$ cat src/rtl/pe_ctx_sequencer.sv
// Per-PE context sequencer: stores DEPTH 64-bit context words and replays them onto the PE
// register-file control pins. Optional readback port enabled by defining CTX_READBACK_EN.
module pe_ctx_sequencer #(
  parameter int DEPTH   = 16,
  parameter int DEPTH_W = 4,
  parameter int ITER_W  = 16
) (
  input  logic               CLK,
  input  logic               RST,
  input  logic               cfg_valid,
  output logic               cfg_ready,
  input  logic [DEPTH_W-1:0] cfg_addr,
  input  logic [63:0]        cfg_data,
`ifdef CTX_READBACK_EN
  input  logic               cfg_rd_en,
  output logic [63:0]        cfg_rd_data,
`endif
  input  logic               start,
  input  logic [DEPTH_W:0]   ctx_len,
  input  logic [ITER_W-1:0]  iter_count,
  input  logic               stall,
  output logic               busy,
  output logic               done,
  output logic [DEPTH_W-1:0] ctx_pc,
  output logic [8:0]         control_in,
  output logic [8:0]         control_out,
  output logic [5:0]         control_reg_1,
  output logic [5:0]         control_reg_2,
  output logic [5:0]         control_put_in,
  output logic [5:0]         control_put_out,
  output logic [5:0]         control_send,
  output logic [3:0]         control_pe2fu_1,
  output logic [3:0]         control_pe2fu_2,
  output logic               write_back,
  output logic               ld,
  output logic               ld_write
);

  // state  | meaning
  // IDLE   | config port open, controls NOP, waiting for start
  // RUN    | replaying mem[pc] once per non-stalled cycle
  // DONE   | one cycle, raises done on the following cycle, back to IDLE
  typedef enum logic [1:0] {
    S_IDLE = 2'd0,
    S_RUN  = 2'd1,
    S_DONE = 2'd2
  } state_t;

  // Only ld set: the register file reads but nothing is written back.
  localparam logic [58:0]        NOP      = 59'h2;
  localparam logic [DEPTH_W:0]   LEN_ONE  = (DEPTH_W+1)'(1);
  localparam logic [ITER_W-1:0]  ITER_ONE = ITER_W'(1);
  localparam logic [DEPTH_W-1:0] PC_ONE   = DEPTH_W'(1);

  state_t             state, state_nx;
  logic [DEPTH_W-1:0] pc;
  logic [ITER_W-1:0]  iter_q;
  logic [DEPTH_W:0]   len_q;
  logic [63:0]        mem [DEPTH];
  logic [63:0]        rd_word;
  logic [58:0]        ctl_q, ctl_d;
  logic [DEPTH_W-1:0] ctx_pc_d;
  logic               busy_d, done_d;
  logic               issue, wrap, last, zero_run;
  logic               unused_rsvd;

  assign cfg_ready   = (state == S_IDLE);
  assign rd_word     = mem[pc];
  assign unused_rsvd = ^rd_word[63:59];
  assign issue       = (state == S_RUN) && !stall;
  assign wrap        = ({1'b0, pc} == (len_q - LEN_ONE));
  assign last        = wrap && (iter_q == ITER_ONE);
  assign zero_run    = (ctx_len == '0) || (iter_count == '0);

  // Context memory is deliberately left out of reset so contents survive RST.
  always_ff @(posedge CLK) begin
    if (cfg_valid && cfg_ready) mem[cfg_addr] <= cfg_data;
  end

  always_ff @(posedge CLK) begin
    if (RST) state <= S_IDLE;
    else     state <= state_nx;
  end

  always_comb begin
    state_nx = state;
    case (state)
      S_IDLE:  if (start) state_nx = zero_run ? S_DONE : S_RUN;
      S_RUN:   if (issue && last) state_nx = S_DONE;
      S_DONE:  state_nx = S_IDLE;
      default: state_nx = S_IDLE;
    endcase
  end

  always_ff @(posedge CLK) begin
    if (RST) begin
      pc     <= '0;
      iter_q <= '0;
      len_q  <= '0;
    end else if (state == S_IDLE) begin
      if (start) begin
        pc     <= '0;
        len_q  <= ctx_len;
        iter_q <= iter_count;
      end
    end else if (issue) begin
      if (wrap) begin
        pc     <= '0;
        iter_q <= iter_q - ITER_ONE;
      end else begin
        pc <= pc + PC_ONE;
      end
    end
  end

  // Outputs are decoded from the current state and registered, so they trail the FSM by a cycle.
  always_comb begin
    ctl_d    = NOP;
    ctx_pc_d = '0;
    busy_d   = (state != S_IDLE);
    done_d   = (state == S_DONE);
    if (state == S_RUN) begin
      if (stall) begin
        ctx_pc_d = ctx_pc;
      end else begin
        ctl_d    = rd_word[58:0];
        ctx_pc_d = pc;
      end
    end
  end

  always_ff @(posedge CLK) begin
    if (RST) begin
      ctl_q  <= NOP;
      ctx_pc <= '0;
      busy   <= 1'b0;
      done   <= 1'b0;
    end else begin
      ctl_q  <= ctl_d;
      ctx_pc <= ctx_pc_d;
      busy   <= busy_d;
      done   <= done_d;
    end
  end

`ifdef CTX_READBACK_EN
  // Reads the pre-write contents when a write hits the same address in the same cycle.
  always_ff @(posedge CLK) begin
    if (RST)                             cfg_rd_data <= '0;
    else if (state == S_IDLE && cfg_rd_en) cfg_rd_data <= mem[cfg_addr];
  end
`endif

  assign control_in      = ctl_q[58:50];
  assign control_out     = ctl_q[49:41];
  assign control_reg_1   = ctl_q[40:35];
  assign control_reg_2   = ctl_q[34:29];
  assign control_put_in  = ctl_q[28:23];
  assign control_put_out = ctl_q[22:17];
  assign control_send    = ctl_q[16:11];
  assign control_pe2fu_1 = ctl_q[10:7];
  assign control_pe2fu_2 = ctl_q[6:3];
  assign write_back      = ctl_q[2];
  assign ld              = ctl_q[1];
  assign ld_write        = ctl_q[0];

endmodule

$ cat config.mk
export PLATFORM = sky130hd
export DESIGN_NAME = pe_ctx_sequencer
export DESIGN_NICKNAME = d
export VERILOG_FILES = /design/src/rtl/pe_ctx_sequencer.sv
export SDC_FILE = /design/constraint.sdc
export NUM_CORES = 1
export LEC_CHECK = 0
export ABC_AREA = 1
export BUFFER_PORTS_ARGS = -buffer_cell sky130_fd_sc_hd__buf_2
export CORE_ASPECT_RATIO = 2
export CORE_MARGIN = 8
export CORE_UTILIZATION = 50
export CTS_BUF_LIST = sky130_fd_sc_hd__clkbuf_2
export DETAILED_ROUTE_END_ITERATION = 8
export PLACE_DENSITY = 0.67
export SYNTH_ARGS = -nofsm -noshare
export SYNTH_HDL_FRONTEND = slang
export SYNTH_SLANG_ARGS = --single-unit
$ cat constraint.sdc
create_clock -name CLK -period 5.46 [get_ports CLK]
set_clock_uncertainty 0.1 [all_clocks]
set_input_delay 0.273 -clock CLK [delete_from_list [all_inputs] [get_ports CLK]]
set_output_delay 0.273 -clock CLK [all_outputs]
set_load 0.1 [all_outputs]
==> results of run 1 <==
stage by stage:
| step | hold WS [ns] | setup WS, ns | total power [uW] | cell area [sq um] |
|---|---|---|---|---|
| after floorplan | 0.242 | 1.37 | 10200 | 40400 |
| after global placement | 0.303 | 2.28 | 10500 | 42000 |
| after detailed placement | 0.325 | 2.19 | 10600 | 42000 |
| after CTS | 0.0100 | 1.93 | 15400 | 46100 |
| after global routing | 0.124 | 1.78 | 16000 | 46100 |
| final | 0.189 | 1.96 | 15300 | 46100 |
state kept, by name (all words and copies together), names as in the netlist:
| signal | count |
|---|---|
| state | 2 |
| done | 1 |
| busy | 1 |
| ctl_q | 59 |
| ctx_pc | 4 |
| pc | 4 |
| mem | 944 |
| iter_q | 16 |
| len_q | 5 |
power groups by stage:
stage | clock (uW) | sequential, uW | combinational, uW
2_1_floorplan | 0 | 9090 | 1090
3_3_place_gp | 0 | 9010 | 1500
3_5_place_dp | 0 | 9020 | 1560
4_1_cts | 4920 | 8840 | 1690
5_1_grt | 5270 | 8860 | 1890
6_report | 4780 | 8840 | 1700
worst min-delay path by stage:
| stage | end | slack, ns | cells past startpoint |
|---|---|---|---|
| floorplan | state[0]$_SDFFE_PP0P_ | 0.24 | 1 |
| global placement | done$_SDFF_PP0_ | 0.30 | 1 |
| detailed placement | done$_SDFF_PP0_ | 0.32 | 1 |
| CTS | ctx_pc[2]$_SDFFE_PP0N_ | 0.01 | 5 |
| global route | mem[15][39]$_DFFE_PP_ | 0.12 | 5 |
| finish | ctx_pc[2]$_SDFFE_PP0N_ | 0.19 | 5 |
critical path, cell delays in order (launching register included):
cell and delay [ns]:
sky130_fd_sc_hd__dfxtp_1 0.34, sky130_fd_sc_hd__inv_1 0.09, sky130_fd_sc_hd__nand2_1 0.06, sky130_fd_sc_hd__buf_4 0.21, sky130_fd_sc_hd__nor2_1 0.26, sky130_fd_sc_hd__nand3_1 0.13, sky130_fd_sc_hd__dlygate4sd3_1 0.73, sky130_fd_sc_hd__nor2_4 0.79
sky130_fd_sc_hd__buf_12 0.34
timing repair:
item,in CTS,in global routing
hold endpoints to repair,1947,0
hold buffers,197,0
buffers inserted,0,0
routing by layer:
| layer | vias up | share of wire |
|---|---|---|
| li1 | 12500 | - |
| met1 | 13400 | 0.38 |
| met2 | 1229 | 0.51 |
| met3 | 279 | 0.071 |
| met4 | 2 | 0.038 |
| met5 | - | 0.000078 |
synth_stat cells, types with 3 or more instances:
cell type                    n  area (sq um)
sky130_fd_sc_hd__a21oi_1    74           370
sky130_fd_sc_hd__buf_1      17          63.8
sky130_fd_sc_hd__buf_2      52           260
sky130_fd_sc_hd__buf_4       6          45.0
sky130_fd_sc_hd__buf_6      20           225
sky130_fd_sc_hd__clkbuf_1  120           450
sky130_fd_sc_hd__dfxtp_1    92          1840
sky130_fd_sc_hd__edfxtp_1  944         28300
sky130_fd_sc_hd__ha_1        4          50.1
sky130_fd_sc_hd__inv_1      37           139
sky130_fd_sc_hd__nand2_1   112           420
sky130_fd_sc_hd__nand3_1   106           531
sky130_fd_sc_hd__nand4_1    20           125
sky130_fd_sc_hd__nor2_1    762          2860
sky130_fd_sc_hd__nor3_1      5          25.0
sky130_fd_sc_hd__o211ai_1  223          1670
sky130_fd_sc_hd__o21ai_0   398          1990
sky130_fd_sc_hd__o21ai_1   138           691
sky130_fd_sc_hd__o221ai_1   13           114
sky130_fd_sc_hd__xor2_1      3          26.3
cell type report:
type | instances | area [sq um] | area share
well taps | 1043 | 1310 | 0.0283
clock buffers | 307 | 1540 | 0.0333
diodes | 5 | 12.5 | 0.000271
multi-input cells | 1870 | 9080 | 0.197
inverters | 40 | 166 | 0.00361
repair buffers | 393 | 3250 | 0.0706
clock inverters | 69 | 529 | 0.0115
flip-flops and latches | 1036 | 30200 | 0.655
cells by family after synthesis:
family                     Yosys count  share of synthesized area
xor gates and xnor gates             3                   0.000651
AOI/OAI and AO/OA                  851                      0.121
DFF                               1036                      0.748
muxes                                1                   0.000248
buffers and inverters              256                     0.0300
and+or+nand+nor                   1011                     0.0991
adders and majority gates            4                    0.00124
==> results.cfg, run 1 <==
[pwr]
cell_int_power_uw = 11200
pwr-share-comb = 0.111
switching_share = 0.271
seq_power_share = 0.577
power.ir.vdd_worst_v = 0.000191
power_density_mw_per_mm2 = 332
p_sw_uw = 4150
leakage_uw = 0.0157
clock_power_share = 0.312

[global_route]
grt_use_met2 = 0.385
overflow = 0
grt_util_met1 = 0.270
antenna_violations_before_repair = 6
gr-max-usage-layer = met2
use_met3 = 0.0365
via_count_of_the_first_global_routing_pass = 27700
gr-usage-all-layers = 0.223
largest_net_degree_at_the_start_of_global_routing = 212
grt_pass1_wl_mm = 156

[critical_path]
critPathArrivalTime_ns = 4.43
worst_r2r_path_depth = 8
start_kind = register
critical_path_class = register to register
critical_path_peak_fanout = 28
critPathCaptureType = register
critical_path.endpoint = mem[11][15]$_DFFE_PP_
worstSetupStartpoint = state[0]$_SDFFE_PP0P_
cp.required_ns = 6.39
setup.reg_to_reg.worst_slack_ns = 1.96
rr_startpoint = state[0]$_SDFFE_PP0P_
worst_r2r_end = mem[11][15]$_DFFE_PP_

[sta]
fin_setup_tns_ns = 0
worstMarginPinSlew_ns = 1.21
timing_max_transition_violations_final = 0
max_clock_freq_mhz = 286
unrepaired_setup_endpoints_after_global_routing = no
hold_viol_final = 0
slew-limit-headroom = 0.193
final-setup-viol-count = 0
final_critical_period_ns = 3.50
final.period_utilization = 0.641

[route]
avgViaCountPerCell = 5.74
detail_route.iter0.violations = 2869
drt-pass1-iter-count = 5
route.detailed.drc = 0
wl_mm = 103
wl_per_cell_um = 21.7
route.vias.total = 27400
route.antenna.remaining_nets = 0

[cts]
cts_tree = yes
clk_pin_slew_worst_paths_ns = 0.12
max_h_tree_level = 4
numCtsBuffers = 208
clock_insertion_delay_at_the_later_pin_of_the_skew_report_ns = 1.46
clock_sink_count = 1036
clk_path_buf_depth = 3
cts-root-buf = sky130_fd_sc_hd__clkbuf_2
post_cts.resized_instances = 0

[cells_and_area]
layout_commonest_cell = sky130_fd_sc_hd__edfxtp_1
layout-drive-gt1-share = 0.152
layout.cells.most_common_list = sky130_fd_sc_hd__edfxtp_1 (944), sky130_fd_sc_hd__nor2_1 (746), sky130_fd_sc_hd__o21ai_0 (398)
flow.area_growth_from_synthesis_pct = 14.2
layout.cells.non_filler = 4763
utilization = 0.575
number_of_fill_cells = 6485
finalNetCount = 3647

[synthesis]
sequential_area_share_after_synthesis = 0.748
ys_warn_count = 0
mapped_nets = 3260
synth-seq-cells = 1036
synth_cell_types = 31
ys.flop_type = sky130_fd_sc_hd__edfxtp_1
syn-cell-area_sq_mm = 0.0404
netlist_instances = 3162
avg_cell_area_syn_sq_um = 12.8
synth-edff-count = 944
synthArstFlopShare = 0

[outcome]
status = complete, no violations

[hold_path]
hold_class = input port to register
min-delay-start = stall

[place]
port_buffers = 154
placed_cells = 4185
dp.final_hpwl_mm = 48.8
place.gp.congestion = 0.884

[floorplanning]
initial_core_util = 0.503
die_height_um = 418
placementRows = 147
ioPinCount = 160
die_x_um = 217
die_area_sq_mm = 0.0906
core_sq_mm = 0.0802

[job]
drv.max_cap_violation_count = 0
(Power assumes the default switching activity.)
==> inputs of run 2 (changes only) <==
==> constraint.sdc (replaced) <==
create_clock -name CLK -period 3.5 [get_ports CLK]
set_clock_uncertainty 0.1 [all_clocks]
set_input_delay 0.175 -clock CLK [delete_from_list [all_inputs] [get_ports CLK]]
set_output_delay 0.175 -clock CLK [all_outputs]
set_load 0.1 [all_outputs]
==> results.cfg, run 2 (synthesis gave the netlist of run 1 again) <==
[global_route]
grt_util_met1 = 0.265
grt_pass1_wl_mm = 156
via_count_of_the_first_global_routing_pass = 27900
use_met3 = 0.0379
antenna_violations_before_repair = 5
gr-usage-all-layers = 0.222
largest_net_degree_at_the_start_of_global_routing = 174
gr-max-usage-layer = met2
grt_use_met2 = 0.389
overflow = 0

[critical_path]
timing.critical_path.slowest_cell_delay_ns = 0.74
cp.required_ns = 4.34
critical_path_peak_fanout = 35
critical_path_class = register to register
timing.critical_path.cells = inv_1 -> nand2_1 -> nor2_1 -> nand3_1 -> dlygate4sd3_1 -> nor2_4 -> buf_4
cpLargestDelayFamily = buffers and inverters
setup.reg_to_reg.worst_slack_ns = 0.27
rr_startpoint = state[0]$_SDFFE_PP0P_
start_kind = register
worst_r2r_path_depth = 7
critPathArrivalTime_ns = 4.07
critPathCaptureType = register
slowest_stage = sky130_fd_sc_hd__dlygate4sd3_1
worst_r2r_end = mem[6][28]$_DFFE_PP_
critical_path_buf_inv_count = 3

[route]
route.detailed.drc = 0
route.vias.total = 27500
route.antenna.remaining_nets = 0
detail_route.iter0.violations = 2608
avgViaCountPerCell = 5.74
wl_mm = 103
wl_per_cell_um = 21.5
drt-pass1-iter-count = 7

[floorplanning]
die_x_um = 217
initial_core_util = 0.503
placementRows = 147
die_height_um = 418
ioPinCount = 160
die_area_sq_mm = 0.0906
core_sq_mm = 0.0802

[pwr]
clock_power_share = 0.303
power.ir.vdd_worst_v = 0.000237
seq_power_share = 0.580
leakage_uw = 0.0158
pwr-share-comb = 0.116
cell_int_power_uw = 17200
power_density_mw_per_mm2 = 513
switching_share = 0.275
p_sw_uw = 6510
total_power_uw = 23700

[cells_and_area]
finalNetCount = 3660
layout.cells.most_common_list = sky130_fd_sc_hd__edfxtp_1 (944), sky130_fd_sc_hd__nor2_1 (746), sky130_fd_sc_hd__o21ai_0 (398)
flow.area_growth_from_synthesis_pct = 14.4
layout-drive-gt1-share = 0.153
number_of_fill_cells = 6506
flip_flop_count_of_the_largest_register_all_copies_and_words_added = 944
biggestRegsByFlops = mem: 944 flops, ctl_q: 59 flops, iter_q: 16 flops
layout.cells.non_filler = 4788
layout_commonest_cell = sky130_fd_sc_hd__edfxtp_1
largest-register = mem

[cts]
post_cts.resized_instances = 0
numCtsBuffers = 210
clock_insertion_delay_at_the_later_pin_of_the_skew_report_ns = 1.35
cts_tree = yes
clk_path_buf_depth = 3
clock_sink_count = 1036
clk_pin_slew_worst_paths_ns = 0.12
cts-root-buf = sky130_fd_sc_hd__clkbuf_2
max_h_tree_level = 4

[sta]
unrepaired_setup_endpoints_after_global_routing = no
final_critical_period_ns = 3.23
hold_viol_final = 0
hold_slack_ns = 0.237
max_clock_freq_mhz = 309
slew-limit-headroom = 0.352
setup_ws_ns = 0.267
worstMarginPinSlew_ns = 0.972
final-setup-viol-count = 0
timing_max_transition_violations_final = 0
final.period_utilization = 0.924

[hold_path]
hold_class = input port to register
worstHoldPathCells = 5
min-delay-start = cfg_addr[2]
min_delay_worst_endpoint = mem[7][41]$_DFFE_PP_

[job]
drv.max_cap_violation_count = 0

[place]
dp.final_hpwl_mm = 51.5
port_buffers = 154
placed_cells = 4201
dp_slack_ns = 0.689
place.gp.congestion = 0.851

[outcome]
status = complete, no violations
-- run 2: cell types whose count changed in the layout (fill, tap and decap cells not counted), sizes merged --
cell,before,now
buf,198,213
dlygate4sd3,195,191
clkbuf,307,299
clkinv,58,75
bufinv,8,5
inv,40,42
clkinvlp,3,7
diode,5,7
-- run 2: worst register-to-register path, stage by stage, from the launching register on --
cell	delay, ns
sky130_fd_sc_hd__dfxtp_1	0.34
sky130_fd_sc_hd__inv_1	0.09
sky130_fd_sc_hd__nand2_1	0.24
sky130_fd_sc_hd__nor2_1	0.38
sky130_fd_sc_hd__nand3_1	0.21
sky130_fd_sc_hd__dlygate4sd3_1	0.74
sky130_fd_sc_hd__nor2_4	0.14
sky130_fd_sc_hd__buf_4	0.55
-- run 2: metrics by stage --
stage / area (sq um) / TNS [ns] / util
after floorplan: 40400 / -413.18 / -
after global placement: 42200 / 0 / 0.527
after detailed placement: 42200 / 0 / 0.527
after CTS: 46100 / 0 / 0.575
after global routing: 46200 / 0 / 0.576
final: 46200 / 0 / 0.576
-- run 2: layout make-up --
type,instances,area [sq um],share of cell area
Antenna cell,7,17.5,0.000379
Clock buffer,299,1500,0.0324
Clock inverter,89,515,0.0112
Inverter,40,166,0.00360
Multi-Input combinational cell,1870,9080,0.197
Sequential cell,1036,30200,0.654
Tap cell,1043,1310,0.0283
Timing Repair Buffer,404,3390,0.0734
-- run 2: worst max-delay path by stage --
| stage | start | endpoint | slack [ns] | cells after the start |
|---|---|---|---|---|
| 2_1_floorplan | state[0]$_SDFFE_PP0P_ | mem[10][0]$_DFFE_PP_ | -0.59 | 6 |
| 3_3_place_gp | state[0]$_SDFFE_PP0P_ | mem[2][15]$_DFFE_PP_ | 0.79 | 6 |
| 3_5_place_dp | state[0]$_SDFFE_PP0P_ | mem[2][15]$_DFFE_PP_ | 0.69 | 6 |
| 4_1_cts | state[0]$_SDFFE_PP0P_ | cfg_ready | 0.17 | 4 |
| 5_1_grt | state[0]$_SDFFE_PP0P_ | cfg_ready | 0.12 | 4 |
| 6_report | state[0]$_SDFFE_PP0P_ | mem[6][28]$_DFFE_PP_ | 0.27 | 7 |
-- run 2: power by group through the flow --
| stage | Combinational (uW) | Clock [uW] | Sequential [uW] |
|---|---|---|---|
| global placement | 2450 | 0 | 14000 |
| CTS | 2740 | 7400 | 13700 |
| detailed placement | 2550 | 0 | 14000 |
| floorplan | 1690 | 0 | 14200 |
| finish | 2750 | 7190 | 13700 |
| global route | 3030 | 7950 | 13800 |
-- run 2: what timing repair did --
action | in CTS | in global routing
setup endpoints to repair | 0 | 1
hold buffers | 191 | 0
endpoints found under the hold margin | 1978 | 0
buffers inserted | 0 | 1
-- run 2: layer usage --
layer | vias to the layer above | wire [um] | share of wire
met5 | - | 0 | 0
met2 | 1084 | 52800 | 0.51
met3 | 262 | 6150 | 0.060
met4 | 0 | 3640 | 0.035
met1 | 13600 | 40200 | 0.39
li1 | 12500 | - | -
